[src/rtl/soc_rst_sequencer.sv]
// -----------------------------------------------------------------------------
// soc_rst_sequencer
//
// Reset sequencer for the SoC power-on and run-time reset domains. It sits
// beside PRCI and drives the debug, DDR and system active-low resets.
//
// Power-up order:
//   1. Wait for the PLL to be locked for hold_cycles edges.
//   2. Release debug, then hold for hold_cycles edges.
//   3. Release DDR, then wait for DDR calibration.
//   4. Release system.
//
// In RUN, a debug-module reset (dmreset) or a software reset request puts the
// system domain back into reset for hold_cycles edges. The debug and DDR
// domains are left running. Losing PLL lock in any post-lock state restarts
// the whole sequence.
//
// Optional feature (macro SOC_RST_DDR_TIMEOUT_EN):
//   - WAIT_CALIB gives up after ddr_timeout edges.
//   - On timeout, the system is released anyway and o_ddr_fail is set.
//   - o_ddr_fail stays set until i_rst or PLL loss.
//   Without the macro, WAIT_CALIB waits forever and o_ddr_fail is tied to 0.
//
// Parameters:
//   hold_cycles  cycles each timed step waits (>= 2)
//   ddr_timeout  max cycles in WAIT_CALIB, only with the macro (>= 2)
//
// Ports:
//   i_clk             system clock
//   i_rst             asynchronous active-high reset
//   i_pll_locked      PLL lock level, synchronous to i_clk
//   i_ddr_calib_done  DDR calibration complete, level
//   i_dmreset         debug-module system reset request, level
//   i_sw_rst          software reset request, 1-cycle pulse
//   o_dbg_nrst        debug/DMI domain reset, active-low
//   o_ddr_nrst        DDR controller reset, active-low
//   o_sys_nrst        cores/bus/peripherals reset, active-low
//   o_state           current FSM state (status/debug visibility)
//   o_ddr_fail        sticky DDR calibration timeout flag
//
// All outputs are registered.
// -----------------------------------------------------------------------------
module soc_rst_sequencer #(
  parameter int hold_cycles = 16,
  parameter int ddr_timeout = 1048576
) (
  input  logic       i_clk,
  input  logic       i_rst,
  input  logic       i_pll_locked,
  input  logic       i_ddr_calib_done,
  input  logic       i_dmreset,
  input  logic       i_sw_rst,
  output logic       o_dbg_nrst,
  output logic       o_ddr_nrst,
  output logic       o_sys_nrst,
  output logic [2:0] o_state,
  output logic       o_ddr_fail
);

  typedef enum logic [2:0] {
    WAIT_PLL   = 3'd0,
    DBG_REL    = 3'd1,
    WAIT_CALIB = 3'd2,
    RUN        = 3'd3,
    SYS_HOLD   = 3'd4
  } state_t;

  // Counter is wide enough for both timed waits and saturates rather than
  // wrapping, so a stuck condition can never alias back to a terminal count.
  localparam int cnt_max_c = (hold_cycles > ddr_timeout) ? hold_cycles : ddr_timeout;
  localparam int cw        = $clog2(cnt_max_c) + 1;
  localparam logic [cw-1:0] hold_last = cw'(hold_cycles - 1);
`ifdef SOC_RST_DDR_TIMEOUT_EN
  localparam logic [cw-1:0] timeout_last = cw'(ddr_timeout - 1);
`endif

  state_t        state_q, state_d;
  logic [cw-1:0] cnt_q, cnt_d, cnt_inc;
  logic [2:0]    nrst_q, nrst_d;   // {dbg, ddr, sys}
  logic          reset_req;

  assign cnt_inc   = (&cnt_q) ? cnt_q : cnt_q + 1'b1;
  assign reset_req = i_dmreset | i_sw_rst;

`ifdef SOC_RST_DDR_TIMEOUT_EN
  logic fail_q, fail_d;
`endif

  // Next-state / next-output logic.
  // nrst values are a pure function of the next state, so the registered
  // resets change on the same edge as the state.
  always_comb begin
    state_d = state_q;
    cnt_d   = cnt_inc;
`ifdef SOC_RST_DDR_TIMEOUT_EN
    fail_d  = fail_q;
`endif
    if (state_q != WAIT_PLL && !i_pll_locked) begin
      // Clock lost: everything goes back into reset immediately.
      state_d = WAIT_PLL;
      cnt_d   = '0;
`ifdef SOC_RST_DDR_TIMEOUT_EN
      fail_d  = 1'b0;
`endif
    end else begin
      case (state_q)
        WAIT_PLL: begin
          if (!i_pll_locked) begin
            cnt_d = '0;
          end else if (cnt_q == hold_last) begin
            state_d = DBG_REL;
            cnt_d   = '0;
          end
        end
        DBG_REL: begin
          if (cnt_q == hold_last) begin
            state_d = WAIT_CALIB;
            cnt_d   = '0;
          end
        end
        WAIT_CALIB: begin
          if (i_ddr_calib_done) begin
            // Calibration wins over a coincident timeout.
            state_d = RUN;
            cnt_d   = '0;
          end
`ifdef SOC_RST_DDR_TIMEOUT_EN
          else if (cnt_q == timeout_last) begin
            state_d = RUN;
            cnt_d   = '0;
            fail_d  = 1'b1;
          end
`else
          else begin
            cnt_d = cnt_q;
          end
`endif
        end
        RUN: begin
          cnt_d = '0;
          if (reset_req) begin
            state_d = SYS_HOLD;
          end
        end
        SYS_HOLD: begin
          // Hold time restarts while any request is still asserted.
          if (reset_req) begin
            cnt_d = '0;
          end else if (cnt_q == hold_last) begin
            state_d = RUN;
            cnt_d   = '0;
          end
        end
        default: begin
          state_d = WAIT_PLL;
          cnt_d   = '0;
        end
      endcase
    end

    case (state_d)
      DBG_REL:    nrst_d = 3'b100;
      WAIT_CALIB: nrst_d = 3'b110;
      SYS_HOLD:   nrst_d = 3'b110;
      RUN:        nrst_d = 3'b111;
      default:    nrst_d = 3'b000;
    endcase
  end

  always_ff @(posedge i_clk or posedge i_rst) begin
    if (i_rst) begin
      state_q <= WAIT_PLL;
      cnt_q   <= '0;
      nrst_q  <= 3'b000;
    end else begin
      state_q <= state_d;
      cnt_q   <= cnt_d;
      nrst_q  <= nrst_d;
    end
  end

`ifdef SOC_RST_DDR_TIMEOUT_EN
  always_ff @(posedge i_clk or posedge i_rst) begin
    if (i_rst) begin
      fail_q <= 1'b0;
    end else begin
      fail_q <= fail_d;
    end
  end
  assign o_ddr_fail = fail_q;
`else
  assign o_ddr_fail = 1'b0;
`endif

  assign o_dbg_nrst = nrst_q[2];
  assign o_ddr_nrst = nrst_q[1];
  assign o_sys_nrst = nrst_q[0];
  assign o_state    = state_q;

endmodule
[config.mk]
export PLATFORM = sky130hd
export DESIGN_NAME = soc_rst_sequencer
export DESIGN_NICKNAME = d
export VERILOG_FILES = /design/src/rtl/soc_rst_sequencer.sv
export SDC_FILE = /design/constraint.sdc
export NUM_CORES = 1
export LEC_CHECK = 0
export ABC_AREA = 1
export CORE_UTILIZATION = 62
export DETAILED_ROUTE_END_ITERATION = 16
export PLACE_DENSITY = 0.87
export SYNTH_ARGS = -nofsm -noshare
export SYNTH_HDL_FRONTEND = slang
export SYNTH_SLANG_ARGS = --single-unit
[constraint.sdc]
create_clock -name i_clk -period 2.95 [get_ports i_clk]
set_clock_uncertainty 0.2 [all_clocks]
set_input_delay 0.4425 -clock i_clk [delete_from_list [all_inputs] [get_ports i_clk]]
set_output_delay 0.4425 -clock i_clk [all_outputs]
set_load 0.02 [all_outputs]
==> out/metrics.cfg, run 1 <==
[outcome]
status=complete, no violations

[grt]
use_met1_pct=37.31
grt_overflow_total=0
use_met3_pct=5.152
grt_pass1_vias=1509
grt_max_degree=28
track_usage_pct=26.68
grtUsageMet2_pct=40.45
grt_antenna_before_repair=0
busiest_layer=met2
grt_pass1_wl_mm=6.603

[detailed_routing]
dr_total_vias=1720
drt_iter0_drc=104
detail-route-antenna-nets=0
firstDrtPassIters=4
routed_wl_mm=3.816
drc_errors=0
post_drt_wl_per_cell_um=12.27
viasPerCell=5.531

[critical_path]
cp.required_ps=3020
crit_end=cnt_q[14]
worstSetupEndpointType=flop
rr_startpoint=cnt_q[0]
r2r_end=cnt_q[14]
cp_max_fo=16
arrival_ps=2350
startpoint=cnt_q[0]
path_class=flop to flop
rr_worst_depth=11
startpoint_type=flop
ff2ff_setup_slack_ps=680

[floorplanning]
rows=19
start_util_pct=64.85
io_pins=13
core_area_mm2=0.002734
die_y_um=55.48
dieArea_mm2=0.003077
die_x_um=55.48

[layout]
multi_input_area_um2=885.9
nNetsFinal=288
drive_gt1_share_pct=6.786
utilization_pct=70.53
mostFrequentLayoutCells=nand2_1, nor2_1, inv_1, nand3_1, dfrtp_1
area_delta_synth_final_pct=8.751
nFillCells=238
final_common_cell=nand2_1
antenna_cells=0
seq_area_um2=675.6

[sta]
max_freq_ghz=0.4398
maxSlewViolCount=0
rsz0062_at_grt=no
min_period_ps=2274
finalSetupViolCount=0
hold_viol_final=0
fin_tns_setup_ps=0
min_period_over_period_pct=77.07

[power]
cellLeakagePower_nw=0.9761
power_density_mw_per_mm2=429.7
irDropWorstVdd_mv=0.4105

[clock_network]
cts.htree.levels=1
clk_pin_slew_ps=140
cts_hold_buf=0
cts_resized=0
cts_buffers=3
cts_tree=built
clockRootBuffer=clkbuf_4
clk_latency_ps=320
post_cts_buffers=0
clock_sinks=27
clockBufferDepth=2

[logic_synthesis]
seq_area_frac_synth_pct=38.11
synthesis.instances=268
yosysTopAreaCell=dfrtp_1
ys_ff_latch=27
yosysUniqueCellTypes=28
yosysTopAreaCellShare_pct=38.11
avgSynthCellArea_um2=6.615
syn-num-nets=275
async_flop_share_pct=100.0
synth_edf_count=0
synth_area_mm2=0.001773
yosysWarnings=0
synthTopCellsByArea=dfrtp_1, nand2_1, nor2_1
yosys_most_used_dff=dfrtp_1

[hold_path]
hold_path.class=input port to asynchronous set/reset pin

[place]
dp_hpwl_mm=2.915
io_buffers=11
gp_congestion=0.8939

[job]
maxCapViolCount=0

synth_stat cells, drive strengths merged, types with 3 or more instances:
cell type	count
nor3	7
o21ai	7
nand3	29
nand4	10
nor3b	3
inv	45
dfrtp	27
a21oi	5
o21bai	4
nand2	66
buf	5
nor2	54
worst max-delay path: stages, from the launching register on:
cell,delay [ps]
dfrtp_1,410
ha_1,200
nand2_1,100
nor2_2,130
nand2_2,100
nor2_4,180
nand4_4,260
nand2_2,290
nor2_1,110
nand2_1,90
nand2_1,60
nor2_1,90
through the flow:
step / hold slack [ps] / area, um^2 / total power (W) / cells / setup slack [ps]
6_report: 257.3 / 1928 / 0.0008284 / 311 / 676.3
5_1_grt: 279.6 / 1928 / 0.0008789 / 311 / 473.1
4_1_cts: 271.7 / 1928 / 0.0008343 / 311 / 680.0
3_5_place_dp: 346.2 / 1902 / 0.0006777 / 307 / 630.1
3_3_place_gp: 344.9 / 1902 / 0.0006725 / 307 / 706.6
2_1_floorplan: 295.2 / 1773 / 0.0005896 / 268 / 1141
logic make-up after synthesis:
family          synth area share [%]
buf+inv                        11.93
simple gates                   43.05
fa+ha+maj                     0.7056
other cells                   0.2115
xor+xnor                      0.4941
compound gates                 5.504
flops                          38.11
registers in the layout, indices dropped and copies added, names as in the netlist:
name,count
cnt_q,21
nrst_q,3
o_state,3
routing by layer:
| layer | part of all wire [%] | routed length [um] |
|---|---|---|
| met5 | 0 | 0 |
| met4 | 2.8 | 105 |
| met3 | 6.2 | 236 |
| met2 | 46 | 1762 |
| met1 | 45 | 1712 |
worst min path at each step:
stage | start | to | slack [ps] | cells past startpoint
after floorplan | i_rst | cnt_q[0] | 300 | 1
after global placement | cnt_q[5] | cnt_q[5] | 340 | 2
after detailed placement | cnt_q[2] | cnt_q[2] | 350 | 2
after CTS | i_rst | cnt_q[1] | 270 | 3
after global routing | i_rst | cnt_q[1] | 280 | 3
final | i_rst | cnt_q[13] | 260 | 3
power by group:
part	switching [W]	internal, W
Combinational	0.000149	0.0000989
Clock	0.000106	0.0000530
Sequential	0.0000210	0.000400
Total	0.000276	0.000552
final cells by class:
class / count / share of cell area, %
clock buffer: 4 / 1.363
multi-input combinational: 190 / 45.94
tap: 31 / 2.012
sequential: 27 / 35.04
inverter: 45 / 8.761
timing repair buffer: 14 / 6.879
(Power assumes the default switching activity.)
==> inputs of run 2 (changes only) <==
Settings changed: CORE_UTILIZATION 62 to 52, PLACE_DENSITY 0.87 to 0.78.
Clock period 2.95 ns to 1.9 ns, I/O delays scaled along.
==> run 2 against run 1 <==
The run now ends with negative setup slack left. Non-clock buffer count is 25 higher. Flip-flop and latch count stayed put. Global-route usage is 0.68 points lower.
==> out/metrics.cfg, run 2 (synthesis gave the netlist of run 1 again) <==
[outcome]
status=complete, but fails checks  ; was complete, no violations
violations=negative setup slack

[floorplanning]
die_x_um=60.39  ; was 55.48 um
rows=20  ; was 19
dieArea_mm2=0.003647  ; was 0.003077 mm^2
start_util_pct=56.23  ; was 64.85%
die_y_um=60.39  ; was 55.48 um
io_pins=13  ; unchanged
core_area_mm2=0.003153  ; was 0.002734 mm^2

[sta]
rsz0062_at_grt=yes  ; was no
setup_slack_ps=-64.81  ; was 676.3 ps
hold_viol_final=0  ; unchanged
min_period_ps=1965  ; was 2274 ps
min_period_over_period_pct=103.4  ; was 77.07%
fin_tns_setup_ps=-171.7  ; was 0 ps
finalSetupViolCount=8  ; was 0
maxSlewViolCount=0  ; unchanged
max_freq_ghz=0.5090  ; was 0.4398 GHz

[critical_path]
cp_max_fo=5  ; was 16
path_class=flop to flop  ; unchanged
cp.required_ps=1930  ; was 3020 ps
worstSetupEndpointType=flop  ; unchanged
arrival_ps=1990  ; was 2350 ps
startpoint_type=flop  ; unchanged

[clock_network]
clk_latency_ps=330  ; was 320 ps
clock_sinks=27  ; unchanged
clk_pin_slew_ps=150  ; was 140 ps
clockBufferDepth=2  ; unchanged
clockRootBuffer=clkbuf_4  ; unchanged
cts_tree=built  ; unchanged
cts_buffers=3  ; unchanged
cts.htree.levels=1  ; unchanged

[grt]
track_usage_pct=26.01  ; was 26.68%
grt_pass1_wl_mm=7.003  ; was 6.603 mm
grt_max_degree=28  ; unchanged
grt_pass1_vias=1611  ; was 1509
grt_overflow_total=0  ; unchanged
grt_antenna_before_repair=0  ; unchanged

[place]
gp_congestion=0.9050  ; was 0.8939
place_ws_ps=-55.52  ; was 630.1 ps
placedCellCount=337  ; was 307
dp_hpwl_mm=3.206  ; was 2.915 mm
io_buffers=11  ; unchanged

[detailed_routing]
dr_total_vias=1823  ; was 1720
drc_errors=0  ; unchanged
firstDrtPassIters=4  ; unchanged
detail-route-antenna-nets=0  ; unchanged
drt_iter0_drc=104  ; unchanged
viasPerCell=5.223  ; was 5.531
routed_wl_mm=4.442  ; was 3.816 mm
post_drt_wl_per_cell_um=12.73  ; was 12.27 um

[layout]
final_common_cell=nand2_1  ; unchanged
nFillCells=265  ; was 238
area_delta_synth_final_pct=27.24  ; was 8.751%
utilization_pct=71.55  ; was 70.53%
fin_cells=349  ; was 311
drive_gt1_share_pct=21.31  ; was 6.786%
top_register=cnt_q  ; unchanged
mostFrequentLayoutCells=nand2_1, nor2_1, inv_1, nand3_1, dfrtp_1  ; unchanged
largest_reg_flops=21  ; unchanged
nNetsFinal=313  ; was 288
antenna_cells=0  ; unchanged

[job]
maxCapViolCount=0  ; unchanged

[power]
power_w=0.001347  ; was 0.0008284 W
cellLeakagePower_nw=1.153  ; was 0.9761 nW
power_density_mw_per_mm2=597.1  ; was 429.7 mW/mm^2
irDropWorstVdd_mv=0.5684  ; was 0.4105 mV

[hold_path]
hold_path.class=input port to asynchronous set/reset pin  ; unchanged

[run 2: metal layers]
layer | up-vias | routed length [um] | GRT usage, %
met4 | 0 | 80 | 4.983
li1 | 916 | - | -
met3 | 11 | 242 | 2.345
met2 | 61 | 2169 | 45.53
met1 | 835 | 1950 | 35.34
met5 | - | 0 | 0
[run 2: worst max-delay path, stage by stage, from the launching register on]
cell,delay [ps]
dfrtp_1,390
ha_2,210
nand2_2,80
nor2_4,120
nand2_2,80
nor2_4,140
buf_6,130
nand3_4,60
nor2_4,120
buf_4,110
nand4_1,60
nand2_1,100
nor2_1,50
[run 2: final cells by class]
class	instances	area, um^2	share of cell area, %
inverters	45	171.4	7.598
well taps	44	55.05	2.440
repair buffers	39	346.6	15.36
flip-flops and latches	27	678.2	30.06
multi-input cells	190	978.4	43.37
clock buffers	4	26.28	1.165
[run 2: per-stage QoR]
stage	hold slack, ps	cell area [um^2]
final	103.5	2256
after global routing	144.7	2256
after CTS	113.1	2100
after detailed placement	371.2	2046
after global placement	355.2	2046
after floorplan	137.7	1773
[run 2: final timing paths]
| check | startpoint | to | depth (start not counted) | slack, ps |
|---|---|---|---|---|
| max in group asynchronous | i_rst | cnt_q[6] | 3 | 1130 |
| setup / recovery | cnt_q[1] | cnt_q[18] | 12 | -60 |
| hold / removal | i_rst | cnt_q[19] | 3 | 100 |
| hold reg to reg | cnt_q[5] | cnt_q[5] | 2 | 380 |
| min in group i_clk | cnt_q[5] | cnt_q[5] | 2 | 380 |
| setup reg to reg | cnt_q[1] | cnt_q[18] | 12 | -60 |
[run 2: repair_timing]
item,in CTS,in global routing
pin swaps,1,14
setup buffers,1,7
gates resized for setup,8,29
endpoints found under the setup margin,16,25
cloned,0,0
hold buffers,0,0
[run 2: power by group]
part / switching, W / total [W] / internal, W
registers: 0.0000279 / 0.000649 / 0.000621
logic: 0.000254 / 0.000446 / 0.000192
clock network: 0.000170 / 0.000252 / 0.0000823
